### src/rtl/multi_subchannel_ctrl.sv
// NUM_SC independent CA lanes: ingress parity check with error policy, FIFO or
// combinational bypass, saturating per-lane error counters, regenerated egress ECC.
module multi_subchannel_ctrl #(
  parameter int NUM_SC     = 2,
  parameter int DATA_W     = 32,
  parameter int ECC_W      = 8,
  parameter int FIFO_DEPTH = 4,
  parameter int ERR_CNT_W  = 8
) (
  input  logic                                               clk,
  input  logic                                               rst_n,
  input  logic [NUM_SC-1:0]                                  en_i,
  input  logic [NUM_SC-1:0]                                  bypass_i,
  input  logic [NUM_SC-1:0]                                  flush_i,
  input  logic [1:0]                                         err_mode_i,
  input  logic [NUM_SC*(DATA_W+ECC_W)-1:0]                   in_data_i,
  input  logic [NUM_SC-1:0]                                  in_valid_i,
  output logic [NUM_SC-1:0]                                  in_ready_o,
  output logic [NUM_SC*(DATA_W+ECC_W)-1:0]                   out_data_o,
  output logic [NUM_SC-1:0]                                  out_valid_o,
  input  logic [NUM_SC-1:0]                                  out_ready_i,
  output logic [NUM_SC-1:0]                                  ecc_err_o,
  output logic [NUM_SC*ERR_CNT_W-1:0]                        err_cnt_o,
  input  logic [NUM_SC-1:0]                                  err_cnt_clr_i,
  output logic [NUM_SC*($clog2(FIFO_DEPTH)+1)-1:0]           fifo_level_o
);
  localparam int W     = DATA_W + ECC_W;
  localparam int LVL_W = $clog2(FIFO_DEPTH) + 1;
  localparam int PTR_W = $clog2(FIFO_DEPTH);
  localparam int SEG   = DATA_W / ECC_W;
  localparam logic [LVL_W-1:0]     FULL    = LVL_W'(FIFO_DEPTH);
  localparam logic [ERR_CNT_W-1:0] CNT_MAX = '1;

  function automatic logic [ECC_W-1:0] ecc_f(input logic [DATA_W-1:0] d);
    logic [ECC_W-1:0] p;
    for (int k = 0; k < ECC_W; k++) p[k] = ^d[k*SEG +: SEG];
    return p;
  endfunction

  for (genvar g = 0; g < NUM_SC; g++) begin : g_lane
    logic [DATA_W-1:0]    mem_q [FIFO_DEPTH];
    logic [PTR_W-1:0]     wr_ptr_q, rd_ptr_q;
    logic [LVL_W-1:0]     level_q, level_d;
    logic                 byp_q, err_q;
    logic [ERR_CNT_W-1:0] cnt_q;
    logic [DATA_W-1:0]    in_dat, fix_dat, out_dat;
    logic                 bad, drop, in_rdy, out_vld, acc, push, pop;

    assign in_dat  = in_data_i[g*W +: DATA_W];
    assign bad     = ecc_f(in_dat) != in_data_i[g*W+DATA_W +: ECC_W];
    assign drop    = bad & err_mode_i[1];
    assign fix_dat = (bad && err_mode_i == 2'd1) ? '0 : in_dat;

    // Pending bypass holds ingress off until the FIFO has drained.
    always_comb begin
      in_rdy  = 1'b0;
      out_vld = 1'b0;
      out_dat = mem_q[rd_ptr_q];
      if (en_i[g]) begin
        if (byp_q) begin
          in_rdy  = out_ready_i[g];
          out_vld = in_valid_i[g] & ~drop;
          out_dat = fix_dat;
        end else begin
          in_rdy  = bypass_i[g] ? (level_q == '0) : (level_q != FULL);
          out_vld = (level_q != '0);
        end
      end
    end

    assign acc     = in_valid_i[g] & in_rdy;
    assign push    = acc & ~drop & ~byp_q;
    assign pop     = out_vld & out_ready_i[g] & ~byp_q;
    assign level_d = flush_i[g] ? '0 : level_q + LVL_W'(push) - LVL_W'(pop);

    always_ff @(posedge clk or negedge rst_n) begin
      if (!rst_n) begin
        for (int i = 0; i < FIFO_DEPTH; i++) mem_q[i] <= '0;
        wr_ptr_q <= '0;
        rd_ptr_q <= '0;
        level_q  <= '0;
        byp_q    <= 1'b0;
        err_q    <= 1'b0;
        cnt_q    <= '0;
      end else begin
        if (push) mem_q[wr_ptr_q] <= fix_dat;
        if (flush_i[g]) begin
          wr_ptr_q <= '0;
          rd_ptr_q <= '0;
        end else begin
          if (push) wr_ptr_q <= wr_ptr_q + PTR_W'(1);
          if (pop)  rd_ptr_q <= rd_ptr_q + PTR_W'(1);
        end
        level_q <= level_d;
        byp_q   <= en_i[g] & bypass_i[g] & (level_d == '0);
        err_q   <= acc & bad;
        if (err_cnt_clr_i[g])                   cnt_q <= '0;
        else if (acc && bad && cnt_q != CNT_MAX) cnt_q <= cnt_q + ERR_CNT_W'(1);
      end
    end

    assign in_ready_o[g]                         = in_rdy;
    assign out_valid_o[g]                        = out_vld;
    assign out_data_o[g*W +: W]                  = out_vld ? {ecc_f(out_dat), out_dat} : '0;
    assign ecc_err_o[g]                          = err_q;
    assign err_cnt_o[g*ERR_CNT_W +: ERR_CNT_W]   = cnt_q;
    assign fifo_level_o[g*LVL_W +: LVL_W]        = level_q;
  end

endmodule

### config.mk
export PLATFORM = sky130hd
export DESIGN_NAME = multi_subchannel_ctrl
export DESIGN_NICKNAME = d
export VERILOG_FILES = /design/src/rtl/multi_subchannel_ctrl.sv
export SDC_FILE = /design/constraint.sdc
export NUM_CORES = 1
export LEC_CHECK = 0
export BUFFER_PORTS_ARGS = -buffer_cell sky130_fd_sc_hd__buf_2
export CAP_MARGIN = 10
export CORE_MARGIN = 2
export CORE_UTILIZATION = 25
export CTS_BUF_LIST = sky130_fd_sc_hd__clkbuf_8
export CTS_CLUSTER_DIAMETER = 30
export DETAILED_ROUTE_END_ITERATION = 6
export HOLD_SLACK_MARGIN = 0.06
export PLACE_DENSITY = 0.5
export SYNTH_ARGS = -nofsm -noshare
export SYNTH_HDL_FRONTEND = slang
export SYNTH_SLANG_ARGS = --single-unit
export TNS_END_PERCENT = 10
### constraint.sdc
create_clock -name clk -period 4 [get_ports clk]
set_input_delay 0 -clock clk [delete_from_list [all_inputs] [get_ports clk]]
set_output_delay 0 -clock clk [all_outputs]
set_load 0.01 [all_outputs]
==> results of run 1 <==
-- worst register-to-register path, delay by kind of cell, from the launching register on --
kind | cells | cell delay, ns
buffers and inverters | 3 | 1.19
and+or+nand+nor | 5 | 0.85
adders and majority gates | 3 | 0.76
DFF | 1 | 0.47
xor gates and xnor gates | 1 | 0.16
-- repair_timing --
| item | CTS | global route |
|---|---|---|
| gates resized for setup | 0 | 1 |
| endpoints found under the setup margin | 0 | 1 |
| endpoints found under the hold margin | 539 | 0 |
| hold buffers | 90 | 0 |
-- logic make-up after synthesis --
family / count (synthesis) / share of synthesized area
AO/OA/AOI/OAI: 350 / 0.182
flip-flops: 290 / 0.480
AND/OR/NAND/NOR: 260 / 0.0795
buffers and inverters: 121 / 0.0488
XOR/XNOR: 104 / 0.0749
multiplexers: 101 / 0.120
adder cells (fa/ha/maj): 16 / 0.0142
-- routing by layer --
layer,track usage,share of wire,vias up
met5,0,0,-
met2,0.249,0.48,326
met3,0.0319,0.049,83
li1,-,-,5243
met4,0.0587,0.023,0
met1,0.208,0.45,6093
-- layout make-up --
type	count	area, um^2
fill	6012	40500
sequential	290	7260
multi-input combinational	831	7170
timing repair buffer	322	2200
clock buffer	98	1350
tap	782	978
clock inverter	44	467
inverter	14	52.6
antenna	5	12.5
-- metrics by stage --
stage                     hold slack [ns]  total power, mW
after floorplan                    -0.296             6.19
after global placement             0.0924             7.13
after detailed placement           0.0995             7.15
after CTS                          0.0949             11.7
after global routing                0.145             12.2
final                               0.146             11.5
-- path summary, 6_finish.rpt --
path / endpoint / slack [ns] / start / cells past startpoint
min in group asynchronous: g_lane[1].mem_q[35] / 0.60 / rst_n / 4
setup reg to reg: g_lane[0].byp_q / 0.52 / g_lane[0].byp_q / 12
hold reg to reg: g_lane[1].mem_q[16] / 0.50 / g_lane[1].mem_q[16] / 1
max in group asynchronous: g_lane[0].mem_q[41] / 2.95 / rst_n / 4
setup / recovery: g_lane[0].byp_q / 0.28 / in_data_i[18] / 15
hold / removal: g_lane[1].wr_ptr_q[1] / 0.15 / err_mode_i[1] / 5
-- sequential cells by signal (all words and copies together), names as in the netlist --
name,count
g_lane.mem_q,256
g_lane.cnt_q,16
g_lane.level_q,6
g_lane.rd_ptr_q,4
g_lane.wr_ptr_q,4
g_lane.byp_q,2
g_lane.err_q,2
-- report_power, final --
part | leakage (nW) | switching, mW | internal (mW)
registers | 3.97 | 0.349 | 3.43
logic | 4.11 | 1.69 | 1.73
clock network | 0.975 | 1.64 | 2.69
-- cell usage in the layout, fill, tap and decap left out, drive strengths merged, types with 6 or more instances in the layout --
cell type,instances
o31ai,6
nand2,119
o21ai,18
dlygate4sd3,89
nor2,68
xnor2,53
or2,8
ha,14
buf,233
mux2i,30
a21oi,64
clkbuf,98
bufinv,7
or4,6
mux2,7
dfrtp,290
nor2b,11
inv,26
and2,7
xor2,35
clkinv,22
a22o,256
mux4,64
nor4,8
or3,6
xnor3,16
==> metrics.txt, run 1 <==
status=complete, no violations; CTS tree=built; Post-Route WL=48,700 um; routed len/inst=20.4 um; Tcrit/Tclk final=0.930; starting density of the core=0.252; initial antenna violation count=3; port bufs=203; #FFs+latches synth=290; startpoint types=input port; Setup crit end kind=flip-flop; Placed Instance Area=16,700 um^2; dpl cells=2,149; Worst EP arrival=4.30 ns; Die H=250 um; Overflow after GRT=0; CP Max Fanout=6; Non-Filler Instances=2,386; Setup WS post-layout=0.278 ns; Worst Path Required=4.58 ns; final hold vios=0; CTS Buf Count=78; Post-CTS Setup Repair Bufs=0; DP HPWL=29,500 um; synthesized area=15,100 um^2; f_max=269 MHz; syn avg cell area=12.2 um^2; Setup TNS Final=0 ns; drt drc=0; Synth area leader=dfrtp_1; worst path bufs/invs=4; slowest stage cell on the critical path=dlygate4sd3_1; Post-Syn Instances=1,242; layout cell share with drive strength beyond 1=0.288; Yosys top cell area share=0.480; row count=90; Worst slew margin=0.199; Most used DFF post-synth=dfrtp_1; Async S/R FF share, synth=1.00; leakage=9.06 nW; clk_lat worst skew=0.67 ns; Reg clk slew, reported paths=0.05 ns; Top Family by Delay on Critical Path=buffers and inverters; Synthesized Nets=1,354; post-synthesis sequential area ratio=0.480; final max-slew violation count=0; final setup skew=0.0372 ns; area grow syn2layout=29.0%; Unique masters post-synth=45; core box area=60,000 um^2; largest net degree at the start of global routing=92; DR iter-0 viols=746; H-tree depth=3; final core utilization=0.325; die span in x=250 um; Worst VDD drop=212 uV; final setup violation count=0; fin area=19,500 um^2; top cells by count, synth=dfrtp_1 (290), a22o_1 (256), nand2_1 (119); largest cells by area after synthesis=dfrtp_1 (48%), a22o_1 (15%), mux4_2 (9.5%), xnor2_1 (3.1%), nand2_1 (3.0%); GRT Overall Usage=0.156; max incr delay on CP=0.60 ns; CTS sink count=290; vias per inst=4.92; clock root buffer=clkbuf_8; first-pass GRT wire length=75,300 um; power per cell area=592 nW/um^2; minimum clock period=3.72 ns; # IOs=204; Bufs on Longest Clock Path=3; Post-synth EDFFs=0; nets@finish=1,649; RePlAce Congestion=0.786; count leader, synth=dfrtp_1; Worst Tran Pin Value=1.20 ns; crit-path cells=dlygate4sd3_1 > buf_2 > xnor3_1 > xnor2_1 > nor4_2 > and2_1 > o21ai_0 > ha_1 > inv_1 > ha_1 > fa_1 > xnor2_1 > nor2_1 > nor4_1 > dlygate4sd3_1; RSZ-0062 raised after global routing=false; vias in the first global route=12.6k; post-place setup slack=0.555 ns; critical path class=input port to flip-flop; Vias=11.7k; 1st-pass router iterations=5; Worst Hold Class=input port to flip-flop; die area=62,400 um^2; Yosys warning count=0; DRT antenna net count=0; max_cap viols=0
No activity file was read; power rests on OpenSTA's default activity.
==> run 2, diff against run 1 <==
CORE_UTILIZATION = 35   (was 25)
PLACE_DENSITY = 0.62   (was 0.5)
==> metrics.txt, run 2 (synthesized netlist as in run 1, its figures left out) <==
fillers=3,924 (-35%); Top reg by flops=g_lane.mem_q; crit-path cells=dlygate4sd3_1 > buf_2 > xnor3_1 > xnor2_1 > nor4_2 > and2_2 > o21ai_0 > ha_1 > inv_1 > ha_1 > fa_1 > xnor2_1 > nor2_1 > nor4_1 > dlygate4sd3_1; max_cap viols=0 (unchanged); Worst VDD drop=308 uV (+45%); DRT antenna net count=0 (unchanged); DP HPWL=26,400 um (-10%); Hold WS=0.128 ns (-0.0177 ns); CTS tree=built; final hold vios=0 (unchanged); commonest non-fill, non-tap cell in the layout=dfrtp_1; Placed Instance Area=16,400 um^2 (-1.8%); DR iter-0 viols=884 (+18%); f_max=263 MHz (-2.0%); Vias=11.9k (+0.93%); Bufs on Longest Clock Path=3 (unchanged); final core utilization=0.445 (+0.120); max incr delay on CP=0.58 ns (-0.02 ns); die span in x=212 um (-15%); routed len/inst=20.6 um (+0.94%); slowest stage cell on the critical path=dlygate4sd3_1; die area=44,900 um^2 (-28%); core box area=42,900 um^2 (-29%); port bufs=203 (unchanged); layout cell share with drive strength beyond 1=0.287 (-0.000884); Tcrit/Tclk final=0.950 (+0.0191); vias per inst=5.45 (+11%); leakage=8.95 nW (-1.2%); Tot Pwr=11.4 mW (-1.0%); Post-Route WL=44,800 um (-8.0%); first-pass GRT wire length=71,100 um (-5.5%); starting density of the core=0.352 (+0.101); Worst EP arrival=4.36 ns (+0.06 ns); RePlAce Congestion=0.791 (+0.67%); n_diodes=0 (-5); minimum clock period=3.80 ns (+0.0764 ns); # IOs=204 (unchanged); clock root buffer=clkbuf_8; final setup violation count=0 (unchanged); Worst Tran Pin Value=1.11 ns (-0.0940 ns); final max-slew violation count=0 (unchanged); Top Family by Delay on Critical Path=buffers and inverters; fin area=19,100 um^2 (-2.1%); startpoint types=input port; vias in the first global route=12.6k (+0.25%); Post-CTS Setup Repair Bufs=0 (unchanged); nets@finish=1,640 (-0.55%); drt drc=0 (unchanged); most frequent cells in the layout=dfrtp_1 (287), a22o_1 (256), buf_2 (202), nand2_1 (118), dlygate4sd3_1 (87); Top Registers=g_lane.mem_q: 256 flops, g_lane.cnt_q: 16 flops, g_lane.level_q: 6 flops; Worst slew margin=0.262 (+0.0627); Overflow after GRT=0 (unchanged); GRT Overall Usage=0.203 (+0.0478); area grow syn2layout=26.2%; initial antenna violation count=1 (-2); final setup skew=0.0488 ns (+0.0116 ns); power per cell area=599 nW/um^2 (+1.1%); status=complete, no violations; 1st-pass router iterations=5 (unchanged); Largest register FFs=256 (unchanged); Die H=212 um (-15%); worst path bufs/invs=4 (unchanged); RSZ-0062 raised after global routing=false; Reg clk slew, reported paths=0.05 ns (about the same); CP Max Fanout=11 (+5); Setup TNS Final=0 ns (unchanged); clk_lat worst skew=0.66 ns (about the same); H-tree depth=3 (unchanged); Worst Hold Class=input port to flip-flop; row count=76 (-16%); largest net degree at the start of global routing=96 (+4.3%); Worst Path Required=4.56 ns (-0.02 ns); Setup crit end kind=flip-flop; critical path class=input port to flip-flop; CTS sink count=290 (unchanged); CTS Buf Count=76 (-2.6%)
[run 2: cell count changes in the layout (fill, tap and decap cells not counted), moves of 2 or more]
| cell | previous run | this run |
|---|---|---|
| dlygate4sd3_1 | 89 | 87 |
| bufinv_16 | 7 | 10 |
| clkinv_2 | 15 | 20 |
| buf_4 | 26 | 22 |
| clkinv_8 | 7 | 2 |
| clkbuf_8 | 98 | 83 |
| inv_8 | 0 | 2 |
| diode_2 | 5 | 0 |
| clkinv_4 | 0 | 2 |
| clkinvlp_4 | 3 | 8 |
[run 2: path summary, 6_finish.rpt]
path                       depth (start not counted)                     to                start  slack (ns)
min                                                5  g_lane[1].wr_ptr_q[1]        err_mode_i[1]        0.13
min reg2reg                                        1    g_lane[1].mem_q[26]  g_lane[1].mem_q[26]        0.50
max                                               15        g_lane[0].byp_q        in_data_i[14]        0.20
max in group asynchronous                          4    g_lane[0].mem_q[57]                rst_n        2.46
max reg2reg                                       12        g_lane[0].byp_q      g_lane[0].byp_q        0.51
min in group asynchronous                          3    g_lane[1].mem_q[72]                rst_n        0.54
[run 2: power breakdown]
| part | internal, mW | total [mW] | switching, mW |
|---|---|---|---|
| clock network | 2.61 | 4.27 | 1.65 |
| logic | 1.72 | 3.40 | 1.68 |
| registers | 3.43 | 3.76 | 0.328 |
| total | 7.76 | 11.4 | 3.66 |
[run 2: final cells by class]
cell class / count / area [um^2] / share of cell area
clock buffer: 83 / 1140 / 0.0599
clock inverter: 57 / 599 / 0.0314
inverter: 14 / 52.6 / 0.00276
multi-input combinational: 831 / 7170 / 0.376
sequential: 290 / 7260 / 0.381
tap: 585 / 732 / 0.0384
timing repair buffer: 315 / 2120 / 0.111
[run 2: tightest hold or removal path, stage by stage]
cell     delay (ns)
buf_2          0.11
inv_1          0.21
a21oi_2        0.12
o21ai_0        0.18
a21oi_1        0.07
[run 2: per-layer routing]
metal,routed length (um),up-vias,GRT usage
met5,13,-,0
met4,1210,2,0.0777
met3,2840,97,0.0498
met2,21400,426,0.321
met1,19300,6129,0.271
li1,-,5200,-
[run 2: per-stage QoR]
| stage | std cells | setup slack (ns) |
|---|---|---|
| finish | 2175 | 0.202 |
| global route | 2175 | 0.0393 |
| CTS | 2175 | 0.192 |
| detailed placement | 1947 | 0.550 |
| global placement | 1947 | 0.672 |
| floorplan | 1242 | 1.05 |
[run 2: what timing repair did]
item	4_1_cts	5_1_grt
endpoints found under the setup margin	0	1
hold endpoints to repair	407	0
hold buffers	88	0
resized for setup	0	1
==> run 3, diff against run 2 <==
ABC_AREA = 1   (was unset)
==> metrics.txt, run 3 <==
Die H=219 um (+3.6%); RSZ-0062 raised after global routing=false; DP HPWL=30,300 um (+15%); post-synthesis sequential area ratio=0.447 (-0.0333); CP dominant cell by count=inv_1; main combinational cell family by area after synthesis=simple AND/OR/NAND/NOR gates; H-tree depth=3 (unchanged); Sw Ratio=0.377 (+0.0564); register share of total power=0.318 (-0.011); final setup violation count=0 (unchanged); Async S/R FF share, synth=1.00 (unchanged); DR iter-0 viols=1,187 (+34%); Post-synth EDFFs=0 (unchanged); crit-path cells=nor2_1 > nand2_1 > o211ai_1 > o211ai_1 > inv_1 > nand3_1 > inv_1 > nand2_1 > ha_1 > inv_1 > ha_1 > nand2_1 > nand3_1 > dlygate4sd3_1 > or3_1 > dlygate4sd3_1 > inv_1; routed len/inst=14.9 um (-28%); Placed Instance Area=17,700 um^2 (+7.4%); Largest register FFs=256 (unchanged); GRT Overall Usage=0.197 (-0.00634); power per cell area=605 nW/um^2 (+0.99%); CP Max Fanout=4 (-7); Top reg by flops=g_lane.mem_q; R2R Setup Slk=0.55 ns (+0.04 ns); power share of the clock group=0.320 (-0.054); GR peak layer=met2; CTS sink count=290 (unchanged); Yosys warning count=0 (unchanged); fillers=4,567 (+16%); f_max=289 MHz (+10%); Synth Area in XOR/XNOR=0.0124 (-0.0625); largest cells by area after synthesis=dfrtp_1 (45%), nand2_1 (19%), o21ai_0 (9.7%), nor2_1 (4.7%), inv_1 (3.2%); vias in the first global route=15.2k (+21%); Bufs on Longest Clock Path=3 (unchanged); Tot Pwr=12.2 mW (+6.7%); starting density of the core=0.356 (+0.00393); Worst slew margin=0.494 (+0.232); 1st-pass router iterations=5 (unchanged); Hold Path Origin=flush_i[1]; top cells by count, synth=nand2_1 (814), o21ai_0 (314), dfrtp_1 (290); Comb pwr share=0.363 (+0.065); Setup crit end kind=flip-flop; Tcrit/Tclk final=0.864 (-0.0860); Int Power=7.59 mW (-2.2%); Setup TNS Final=0 ns (unchanged); minimum clock period=3.45 ns (-0.344 ns); CTS tree=built; Unique masters post-synth=46 (+2.2%); die span in x=219 um (+3.6%); status=complete, no violations; Overflow after GRT=0 (unchanged); commonest non-fill, non-tap cell in the layout=nand2_1; largest net degree at the start of global routing=110 (+15%); area grow syn2layout=24.1%; critical path launch point=g_lane[0].level_q[1]; met3 Use GR=0.0373 (-0.0126); nets@finish=2,618 (+60%); Register Area=7260 um^2 (about the same); met2 GRT Util=0.327 (+0.00558); worst path bufs/invs=6 (+2); Yosys top cell area share=0.447 (-0.0333); Worst Tran Pin Value=0.756 ns (-0.351 ns); Psw=4.59 mW (+25%); port bufs=203 (unchanged); syn avg cell area=7.24 um^2 (-41%); Non-Filler Instances=3,163 (+45%); Synthesized Nets=2,356 (+74%); Post-Route WL=47,000 um (+5.1%); RePlAce Congestion=0.853 (+7.8%); Reg clk slew, reported paths=0.05 ns (about the same); clock root buffer=clkbuf_8; mux contribution to synthesized area=0 (-0.120); area of the multi-input gates=7860 um^2 (+9.7%); Top Registers=g_lane.mem_q: 256 flops, g_lane.cnt_q: 16 flops, g_lane.level_q: 6 flops; leakage=10.3 nW (+15%); r2r startpoint=g_lane[0].level_q[1]; Worst Hold Class=input port to flip-flop; Vias=15.9k (+34%); simple-gate share of the synthesized area=0.293 (+0.214); Post-CTS Setup Repair Bufs=0 (unchanged); Synth area leader=dfrtp_1; dpl cells=2,942 (+51%); n_diodes=0 (unchanged); startpoint types=flip-flop; # IOs=204 (unchanged); Synth Area in Compound Gates=0.165 (-0.0166); final max-slew violation count=0 (unchanged); Top Family by Delay on Critical Path=buffers and inverters; Post-Syn Instances=2,244 (+81%); final hold vios=0 (unchanged); Most used DFF post-synth=dfrtp_1; DRT antenna net count=0 (unchanged); vias per inst=5.02 (-7.9%); Worst EP arrival=4.01 ns (-0.35 ns); core box area=45,600 um^2 (+6.3%); layout cell share with drive strength beyond 1=0.154 (-0.134); max_cap viols=0 (unchanged); fin area=20,200 um^2 (+5.7%); slowest stage cell on the critical path=dlygate4sd3_1; die area=48,100 um^2 (+7.3%); met1 Resource Use GR=0.255 (-0.0151); most frequent cells in the layout=nand2_1 (814), o21ai_0 (314), dfrtp_1 (288), nor2_1 (205), buf_2 (202); CTS Buf Count=74 (-2.6%); critical path class=flip-flop to flip-flop; Worst Path Required=4.56 ns (about the same); first-pass GRT wire length=76,600 um (+7.7%); count leader, synth=nand2_1; clk_lat worst skew=0.62 ns (-0.04 ns); synthesized area=16,200 um^2 (+7.5%); initial antenna violation count=0 (-1); Worst VDD drop=350 uV (+14%); max incr delay on CP=0.57 ns (about the same); final setup skew=0.0366 ns (-0.0121 ns); Synth Area in Adders=0.0133 (-0.000988); #FFs+latches synth=290 (unchanged); drt drc=0 (unchanged); row count=78 (+2.6%)
run 3: repair_timing:
item	CTS	global route
endpoints found under the hold margin	580	0
gates resized for setup	0	0
hold buffers	88	0
endpoints found under the setup margin	0	0
run 3: per-stage QoR:
| stage | hold WS [ns] | util | worst slack (ns) |
|---|---|---|---|
| 2_1_floorplan | -0.296 | - | 1.42 |
| 3_3_place_gp | 0.0253 | 0.387 | 1.32 |
| 6_report | 0.129 | 0.442 | 0.546 |
| 4_1_cts | 0.0781 | 0.442 | 0.534 |
| 5_1_grt | 0.0928 | 0.442 | 0.238 |
| 3_5_place_dp | 0.0306 | 0.387 | 1.25 |
run 3: final cells by class:
type / count / area share
inverters: 147 / 0.0275
repair buffers: 314 / 0.105
well taps: 600 / 0.0373
clock buffers: 90 / 0.0615
clock inverters: 43 / 0.0181
multi-input cells: 1679 / 0.390
flip-flops and latches: 290 / 0.360
run 3: path summary, 6_finish.rpt:
path,cells after the start,endpoint
setup / recovery,17,g_lane[0].byp_q
hold / removal,3,g_lane[1].level_q[1]
setup reg to reg,17,g_lane[0].byp_q
hold reg to reg,2,g_lane[0].mem_q[48]
max in group asynchronous,4,g_lane[1].rd_ptr_q[0]
min in group asynchronous,4,g_lane[1].mem_q[92]
run 3: metal layers:
metal,share of wire,wire length [um],vias to the layer above
met5,0,0,-
met4,0.029,1380,0
met3,0.058,2730,108
met2,0.47,21900,474
met1,0.45,21000,7498
li1,-,-,7805
run 3: kinds of logic after synthesis:
kind of cell | after synthesis
buf+inv | 275
simple gates | 1169
xor+xnor | 23
fa+ha+maj | 16
compound gates | 471
flops | 290
run 3: power groups by stage:
stage	clock (mW)	combinational [mW]	sequential (mW)
floorplan	0	3.12	3.85
global placement	0	4.23	3.89
finish	3.89	4.42	3.87
global route	4.14	5.06	3.95
detailed placement	0	4.32	3.91
CTS	3.98	4.42	3.87
run 3: worst min-delay path, stage by stage:
cell,delay (ns)
dlygate4sd3_1,0.52
buf_2,0.11
nor2_1,0.05
